==> src/rtl/fir_pkg.sv <==
// Shared constants and sample types for the FIR output conditioning stage.
// Latency: none (package only).
// Backpressure: not applicable.
//
// Holds the Q4.18 input and Q2.10 output formats, the round-half-up constant
// for the 8-bit requantizing shift, and the output clamp limits.
package fir_pkg;

    localparam int IN_W     = 22;
    localparam int IN_FRAC  = 18;
    localparam int OUT_W    = 12;
    localparam int OUT_FRAC = 10;

    // Fraction bits dropped by requantization.
    localparam int SHIFT    = IN_FRAC - OUT_FRAC;
    // Half an output LSB, expressed in input LSBs.
    localparam int RND      = 1 << (IN_FRAC - OUT_FRAC - 1);

    localparam int OUT_MAX  = (1 << (OUT_W - 1)) - 1;
    localparam int OUT_MIN  = -(1 << (OUT_W - 1));

    typedef logic signed [IN_W-1:0]  in_sample_t;
    typedef logic signed [OUT_W-1:0] out_sample_t;

endpackage

==> src/rtl/fir_out_decim_if.sv <==
// Output stream bundle: Q2.10 sample with a valid/ready handshake.
// Latency: none (wiring only).
// Backpressure: the slave holds off the master by keeping out_ready low.
//
// master: drives out_data/out_valid, samples out_ready.
// slave : samples out_data/out_valid, drives out_ready.
interface fir_out_decim_if #(
    parameter int OUT_W = fir_pkg::OUT_W
);
    logic [OUT_W-1:0] out_data;
    logic             out_valid;
    logic             out_ready;

    modport master (output out_data, output out_valid, input out_ready);
    modport slave  (input out_data, input out_valid, output out_ready);

endinterface

==> src/rtl/fir_out_fifo.sv <==
// Synchronous circular-buffer FIFO with push/pop, full/empty and level.
// Latency: a pushed word is visible at the head one cycle after the push edge.
// Backpressure: a push while full is accepted only if a pop happens the same cycle.
//
// Ports: clk, rstn (sync, active-low); push_vld_i/push_dat_i write side;
// pop_rdy_i consumer ready; head_dat_o (0 when empty), empty_o, full_o, level_o.
module fir_out_fifo #(
    parameter int W     = 12,
    parameter int DEPTH = 4
) (
    input  logic                       clk,
    input  logic                       rstn,
    input  logic                       push_vld_i,
    input  logic [W-1:0]               push_dat_i,
    input  logic                       pop_rdy_i,
    output logic [W-1:0]               head_dat_o,
    output logic                       empty_o,
    output logic                       full_o,
    output logic [$clog2(DEPTH):0]     level_o
);
    localparam int AW = $clog2(DEPTH);

    logic [W-1:0]  mem_q [DEPTH];
    logic [AW-1:0] wr_ptr_q, rd_ptr_q;
    logic [AW:0]   cnt_q;
    logic          push, pop;

    assign empty_o = (cnt_q == '0);
    assign full_o  = (cnt_q == (AW+1)'(DEPTH));
    assign pop     = pop_rdy_i & ~empty_o;
    // A pop frees a slot in the same cycle, so a full FIFO can still accept.
    assign push    = push_vld_i & (~full_o | pop);

    always_ff @(posedge clk) begin
        if (!rstn) begin
            wr_ptr_q <= '0;
            rd_ptr_q <= '0;
            cnt_q    <= '0;
        end else begin
            // DEPTH is a power of two, so pointers wrap naturally.
            if (push) wr_ptr_q <= wr_ptr_q + AW'(1);
            if (pop)  rd_ptr_q <= rd_ptr_q + AW'(1);
            cnt_q <= cnt_q + (AW+1)'(push) - (AW+1)'(pop);
        end
    end

    // Storage needs no reset: entries are only read while counted valid.
    always_ff @(posedge clk) begin
        if (push) mem_q[wr_ptr_q] <= push_dat_i;
    end

    // Forced to zero when empty so the head is well defined after reset.
    assign head_dat_o = empty_o ? '0 : mem_q[rd_ptr_q];
    assign level_o    = cnt_q;

endmodule

==> src/rtl/fir_out_decim.sv <==
// FIR output conditioning: decimate by DECIM, requantize Q4.18 -> Q2.10 (round half up), buffer.
// Latency: 2 cycles from a kept input sample to out_valid (one requant register + FIFO).
// Backpressure: out_ready stalls the FIFO; kept samples arriving while full are dropped (drop_flag).
//
// Ports: clk, rstn (sync, active-low); in_data/in_valid filter result; phase_clr restarts the
// decimation phase; out_if (master) carries out_data/out_valid/out_ready; fifo_level occupancy;
// drop_flag and sat_flag are sticky until reset.
// Build option: define FIR_OUT_SAT_EN to clamp out-of-range results and enable sat_flag;
// otherwise results wrap to OUT_W bits and sat_flag is constant 0.
module fir_out_decim #(
    parameter int DECIM      = 2,
    parameter int FIFO_DEPTH = 4,
    parameter int IN_W       = fir_pkg::IN_W,
    parameter int OUT_W      = fir_pkg::OUT_W
) (
    input  logic                          clk,
    input  logic                          rstn,
    input  logic signed [IN_W-1:0]        in_data,
    input  logic                          in_valid,
    input  logic                          phase_clr,
    fir_out_decim_if.master               out_if,
    output logic [$clog2(FIFO_DEPTH):0]   fifo_level,
    output logic                          drop_flag,
    output logic                          sat_flag
);
    import fir_pkg::*;

    localparam int PW = (DECIM > 1) ? $clog2(DECIM) : 1;
    localparam int TW = IN_W + 1;

    // ---------------- decimation ----------------
    logic [PW-1:0] phase_q, phase_d, phase_eff;
    logic          keep;

    always_comb begin
        // phase_clr makes this cycle behave as phase 0, then counting resumes from it.
        phase_eff = phase_clr ? '0 : phase_q;
        keep      = in_valid && (phase_eff == '0);
        phase_d   = phase_eff;
        if (in_valid) begin
            phase_d = (phase_eff == PW'(DECIM - 1)) ? '0 : phase_eff + PW'(1);
        end
    end

    // ---------------- requantize ----------------
    logic signed [TW-1:0] sum, t;
    logic [OUT_W-1:0]     q_d;

    // One extra bit keeps the rounding add from overflowing at full scale.
    assign sum = {in_data[IN_W-1], in_data} + TW'(RND);
    assign t   = sum >>> SHIFT;

`ifdef FIR_OUT_SAT_EN
    localparam logic signed [TW-1:0] T_MAX = TW'(OUT_MAX);
    localparam logic signed [TW-1:0] T_MIN = TW'(OUT_MIN);
    localparam logic [OUT_W-1:0]     O_MAX = OUT_W'(OUT_MAX);
    localparam logic [OUT_W-1:0]     O_MIN = OUT_W'(OUT_MIN);

    logic sat_now;
    logic sat_q;

    always_comb begin
        sat_now = 1'b0;
        q_d     = t[OUT_W-1:0];
        if (t > T_MAX) begin
            sat_now = 1'b1;
            q_d     = O_MAX;
        end else if (t < T_MIN) begin
            sat_now = 1'b1;
            q_d     = O_MIN;
        end
    end

    // Only samples that survive decimation can raise the flag.
    always_ff @(posedge clk) begin
        if (!rstn) sat_q <= 1'b0;
        else       sat_q <= sat_q | (keep & sat_now);
    end

    assign sat_flag = sat_q;
`else
    logic unused_t_hi;

    // Two's-complement wrap: high bits of t are intentionally discarded.
    assign q_d         = t[OUT_W-1:0];
    assign unused_t_hi = ^t[TW-1:OUT_W];
    assign sat_flag    = 1'b0;
`endif

    // ---------------- requant register ----------------
    logic [OUT_W-1:0] q_reg_q;
    logic             q_vld_q;

    always_ff @(posedge clk) begin
        if (!rstn) begin
            phase_q <= '0;
            q_vld_q <= 1'b0;
            q_reg_q <= '0;
        end else begin
            phase_q <= phase_d;
            q_vld_q <= keep;
            if (keep) q_reg_q <= q_d;
        end
    end

    // ---------------- output FIFO ----------------
    logic fifo_empty, fifo_full;
    logic drop_q;

    fir_out_fifo #(
        .W     (OUT_W),
        .DEPTH (FIFO_DEPTH)
    ) u_fifo (
        .clk        (clk),
        .rstn       (rstn),
        .push_vld_i (q_vld_q),
        .push_dat_i (q_reg_q),
        .pop_rdy_i  (out_if.out_ready),
        .head_dat_o (out_if.out_data),
        .empty_o    (fifo_empty),
        .full_o     (fifo_full),
        .level_o    (fifo_level)
    );

    // out_valid is a pure function of occupancy, never of out_ready.
    assign out_if.out_valid = ~fifo_empty;

    // A sample is lost only when full and the consumer is not draining this cycle.
    always_ff @(posedge clk) begin
        if (!rstn) drop_q <= 1'b0;
        else       drop_q <= drop_q | (q_vld_q & fifo_full & ~out_if.out_ready);
    end

    assign drop_flag = drop_q;

endmodule

==> src/flat_wrapper.sv <==
// flat-port wrapper written by rule: the top's interface ports become plain ports
module fir_out_decim_flat import fir_pkg::*;
#(
    parameter int DECIM      = 2,
    parameter int FIFO_DEPTH = 4,
    parameter int IN_W       = fir_pkg::IN_W,
    parameter int OUT_W      = fir_pkg::OUT_W
)
  (clk, rstn, in_data, in_valid, phase_clr, fifo_level, drop_flag, sat_flag, out_if_out_data, out_if_out_valid, out_if_out_ready);
  fir_out_decim_if #(.OUT_W(OUT_W)) out_if_i ();
  input  logic clk;
  input  logic rstn;
  input  logic signed [IN_W-1:0] in_data;
  input  logic in_valid;
  input  logic phase_clr;
  output logic [$clog2(FIFO_DEPTH):0] fifo_level;
  output logic drop_flag;
  output logic sat_flag;
  output wire logic [$bits(out_if_i.out_data)-1:0] out_if_out_data;
  output wire logic [$bits(out_if_i.out_valid)-1:0] out_if_out_valid;
  input wire logic [$bits(out_if_i.out_ready)-1:0] out_if_out_ready;
  assign out_if_out_data = out_if_i.out_data;
  assign out_if_out_valid = out_if_i.out_valid;
  assign out_if_i.out_ready = out_if_out_ready;
  fir_out_decim #(.DECIM(DECIM), .FIFO_DEPTH(FIFO_DEPTH), .IN_W(IN_W), .OUT_W(OUT_W)) u_core (.clk(clk), .rstn(rstn), .in_data(in_data), .in_valid(in_valid), .phase_clr(phase_clr), .out_if(out_if_i), .fifo_level(fifo_level), .drop_flag(drop_flag), .sat_flag(sat_flag));
endmodule
==> config.mk <==
export PLATFORM = sky130hd
export DESIGN_NAME = fir_out_decim_flat
export DESIGN_NICKNAME = d
export VERILOG_FILES = /design/src/rtl/fir_pkg.sv /design/src/rtl/fir_out_decim_if.sv /design/src/rtl/fir_out_fifo.sv /design/src/rtl/fir_out_decim.sv /design/src/flat_wrapper.sv
export SDC_FILE = /design/constraint.sdc
export NUM_CORES = 1
export LEC_CHECK = 0
export ABC_CLOCK_PERIOD_IN_PS = 5600
export CAP_MARGIN = 30
export CORE_ASPECT_RATIO = 1.1
export CORE_MARGIN = 10
export CORE_UTILIZATION = 58
export CTS_CLUSTER_SIZE = 16
export DETAILED_ROUTE_END_ITERATION = 8
export PLACE_DENSITY = 0.86
export SETUP_SLACK_MARGIN = 0.15
export SYNTH_ARGS = -nofsm -noshare
export SYNTH_HDL_FRONTEND = slang
export SYNTH_HIERARCHICAL = 1
export SYNTH_SLANG_ARGS = --single-unit
==> constraint.sdc <==
create_clock -name clk -period 5.6 [get_ports clk]
set_input_delay 0.84 -clock clk [delete_from_list [all_inputs] [get_ports clk]]
set_output_delay 0.84 -clock clk [all_outputs]
set_load 0.05 [all_outputs]
==> qor.txt <==
Synth unique cells - 45
Rel. slew slack - 48.1%
Cell taking the most area after synthesis - edfxtp_1
Final Cell Area - 3850 µm²
Die area - 8790 µm²
H-tree depth - 3
Vias/cell - 5.54
Layout fillers - 372
Synth cell count leaders - edfxtp_1 (48), dfxtp_1 (24), o21ai_0 (13)
Top post-synthesis cells by area - edfxtp_1 (46%), dfxtp_1 (15%), mux4_2 (7.1%)
Critical Path AT - 2.65 ns
Via count - 1828
Final HPWL DP - 3.77 mm
Seq/Total Area, Yosys - 61.0%
First-pass GRT wire length - 9.30 mm
Initial DRC Count - 79
Vias in the first global route - 1831
Post-cts gate resize count - 0
I/O pins - 45
Die width - 90.3 µm
Layout cell share with drive strength beyond 1 - 16.9%
Period minus WS final - 3.49 ns
Non-Filler Instances - 330
Syn nets - 248
Final setup viols - 0
Final core occ - 72.4%
Antenna violations before repair - 0
EDFF count, synth - 48
Core area - 5330 µm²
Total GRT Usage - 13.4%
Hold_buf cts - 0
Setup ws final - 2.11 ns
Leak Pwr - 1.35 nW
ANT nets after route - 0
Num CTS Buffers - 9
Stages on worst setup path - 3
TritonCTS Sinks - 72
Power consumption - 1.98 mW
CTS tree - yes
Min Hold Slack - 0.480 ns
Top cell type's share of synthesized area - 45.7%
Row cnt - 28
N_diodes - 0
Slowest CP cell - dfxtp_1
Clk buf depth - 2
Most frequent cell after synthesis - edfxtp_1
Drt wl/cell - 17.3 µm
Setup TNS - 0 ns
NumNets Final - 285
CTS Root Cell - clkbuf_8
Starting density of the core - 59.2%
Worst slack at placement - 2.43 ns
Drt drc - 0
WS Path Type - reg -> out
Peak Freq - 287 MHz
Placed inst area - 3560 µm²
Pwr dens - 515 nW/µm²
Synth Area per Inst - 14.8 µm²
Bufs and invs on worst path - 1
Storage cell area - 1920 µm²
Synth warn - 6
Area of the multi-input gates - 1150 µm²
Gp weighted congestion - 0.750
Synthesis-stage register bit count - 72
# port buffers - 34
R2R depth - 8
Slew Limit Fails - 0
Req. time, crit path - 4.76 ns
CP top delay family - flip-flops
P&R area growth vs syn - 22.3%
# Max-Cap Violations - 0
Clock transition at path regs - 0.06 ns
Status - completed
CP peak stage delay - 0.83 ns
Largest net degree at the start of global routing - 27
Flop2flop setup slack - 3.29 ns
Post-Synthesis Cells - 213
Crit end category - output port
Chip height - 97.3 µm
FFs w/ async S/R, synth - 0%
Post-synth top flop - edfxtp_1
Crit share post-route - 62.2%
Skew final - 0.00653 ns
Worst-Margin Slew - 0.777 ns
Peak VDD IR - 0.241 mV
Final Hold Fails - 0
RSZ-0062 raised after global routing - no
Clk_lat worst skew - 0.33 ns
CP Launch Type - flip-flop
Placed insts - 314
Crit path to - out_if_out_data[5]
Grt total ovfl - 0
WL final - 5.70 mm
Worst r2r src - u_core/u_fifo/level_o[1]
Postcts setup bufs - 0
Crit Path Max Fanout - 12
Synthesized cell area - 3150 µm²
Hold Path Class - reg -> reg
FF-to-FF End - u_core/u_fifo/level_o[2]
Crit-path cells - mux4_2 -> nor2b_4 -> clkdlybuf4s50_1
Drt pass-1 iters - 4
-- report_power, final --
group	leakage [nW]	switching [mW]	internal, mW	total [mW]
Clock	0.146	0.180	0.375	0.555
Combinational	0.564	0.428	0.325	0.753
Sequential	0.642	0.0646	0.611	0.676
-- layout make-up --
type                    instances  area share (%)
inverters                       9           0.876
clock buffers                  13            5.23
clock inverters                 3            2.34
well taps                      75            2.43
repair buffers                 35            9.54
flip-flops and latches         72            49.9
multi-input cells             123            29.7
-- flip-flops by register name, summed over array words and instances (netlist names), named ones only --
signal                  flops
u_core/u_fifo/mem_q        48
u_core/u_fifo/level_o       3
u_core/phase_q              1
u_core/drop_flag            1
u_core/u_fifo/rd_ptr_q      2
u_core/u_fifo/wr_ptr_q      2
u_core/q_reg_q             12
u_core/q_vld_q              1
-- how the worst min path moves through the flow --
stage	from	to	slack, ns	depth (start not counted)
3_5_place_dp	u_core/drop_flag	u_core/drop_flag	0.46	2
5_1_grt	u_core/drop_flag	u_core/drop_flag	0.52	2
4_1_cts	u_core/drop_flag	u_core/drop_flag	0.48	2
6_report	u_core/drop_flag	u_core/drop_flag	0.48	2
2_1_floorplan	u_core/q_reg_q[10]	u_core/u_fifo/mem_q[0][10]	0.45	0
3_3_place_gp	u_core/drop_flag	u_core/drop_flag	0.46	2
-- routing by layer --
metal / vias up / GRT usage, % / wire [µm]
met4: 0 / 5.15 / 56
met3: 6 / 3.25 / 269
met1: 898 / 16.0 / 2470
li1: 874 / - / -
met5: - / 0 / 0
met2: 50 / 22.6 / 2900
-- tightest hold or removal path, cell delays in order (launching register included) --
cell and delay [ns]:
dfxtp_1 0.33, a31oi_1 0.05, nor2_1 0.07
-- logic make-up (layout without fill, tap and decap cells) --
| family | after synthesis | in the layout | share of synthesized area (%) |
|---|---|---|---|
| simple gates | 60 | 60 | 14.6 |
| xor+xnor | 6 | 6 | 1.67 |
| fa+ha+maj | 8 | 8 | 3.41 |
| flops | 72 | 72 | 61.0 |
| compound gates | 33 | 33 | 6.79 |
| other cells | 1 | 1 | 0.119 |
| mux | 15 | 15 | 9.76 |
| buf+inv | 18 | 60 | 2.70 |
-- placed cells by master, fill, tap and decap left out, drive strengths merged, types with 2 or more instances in the layout --
master	instances
edfxtp	48
clkdlybuf4s50	34
dfxtp	24
o21ai	13
clkbuf	13
nor2b	13
mux4	12
and2	10
inv	9
nand2	7
a31oi	7
ha	7
nand3	6
or4	5
nor2	5
xnor2	5
or3	4
o31ai	4
bufinv	3
mux2i	3
a21oi	2
a211oi	2
nand4	2
nor3b	2
a21boi	2
Note: power is estimated with default switching activity, not from simulation.
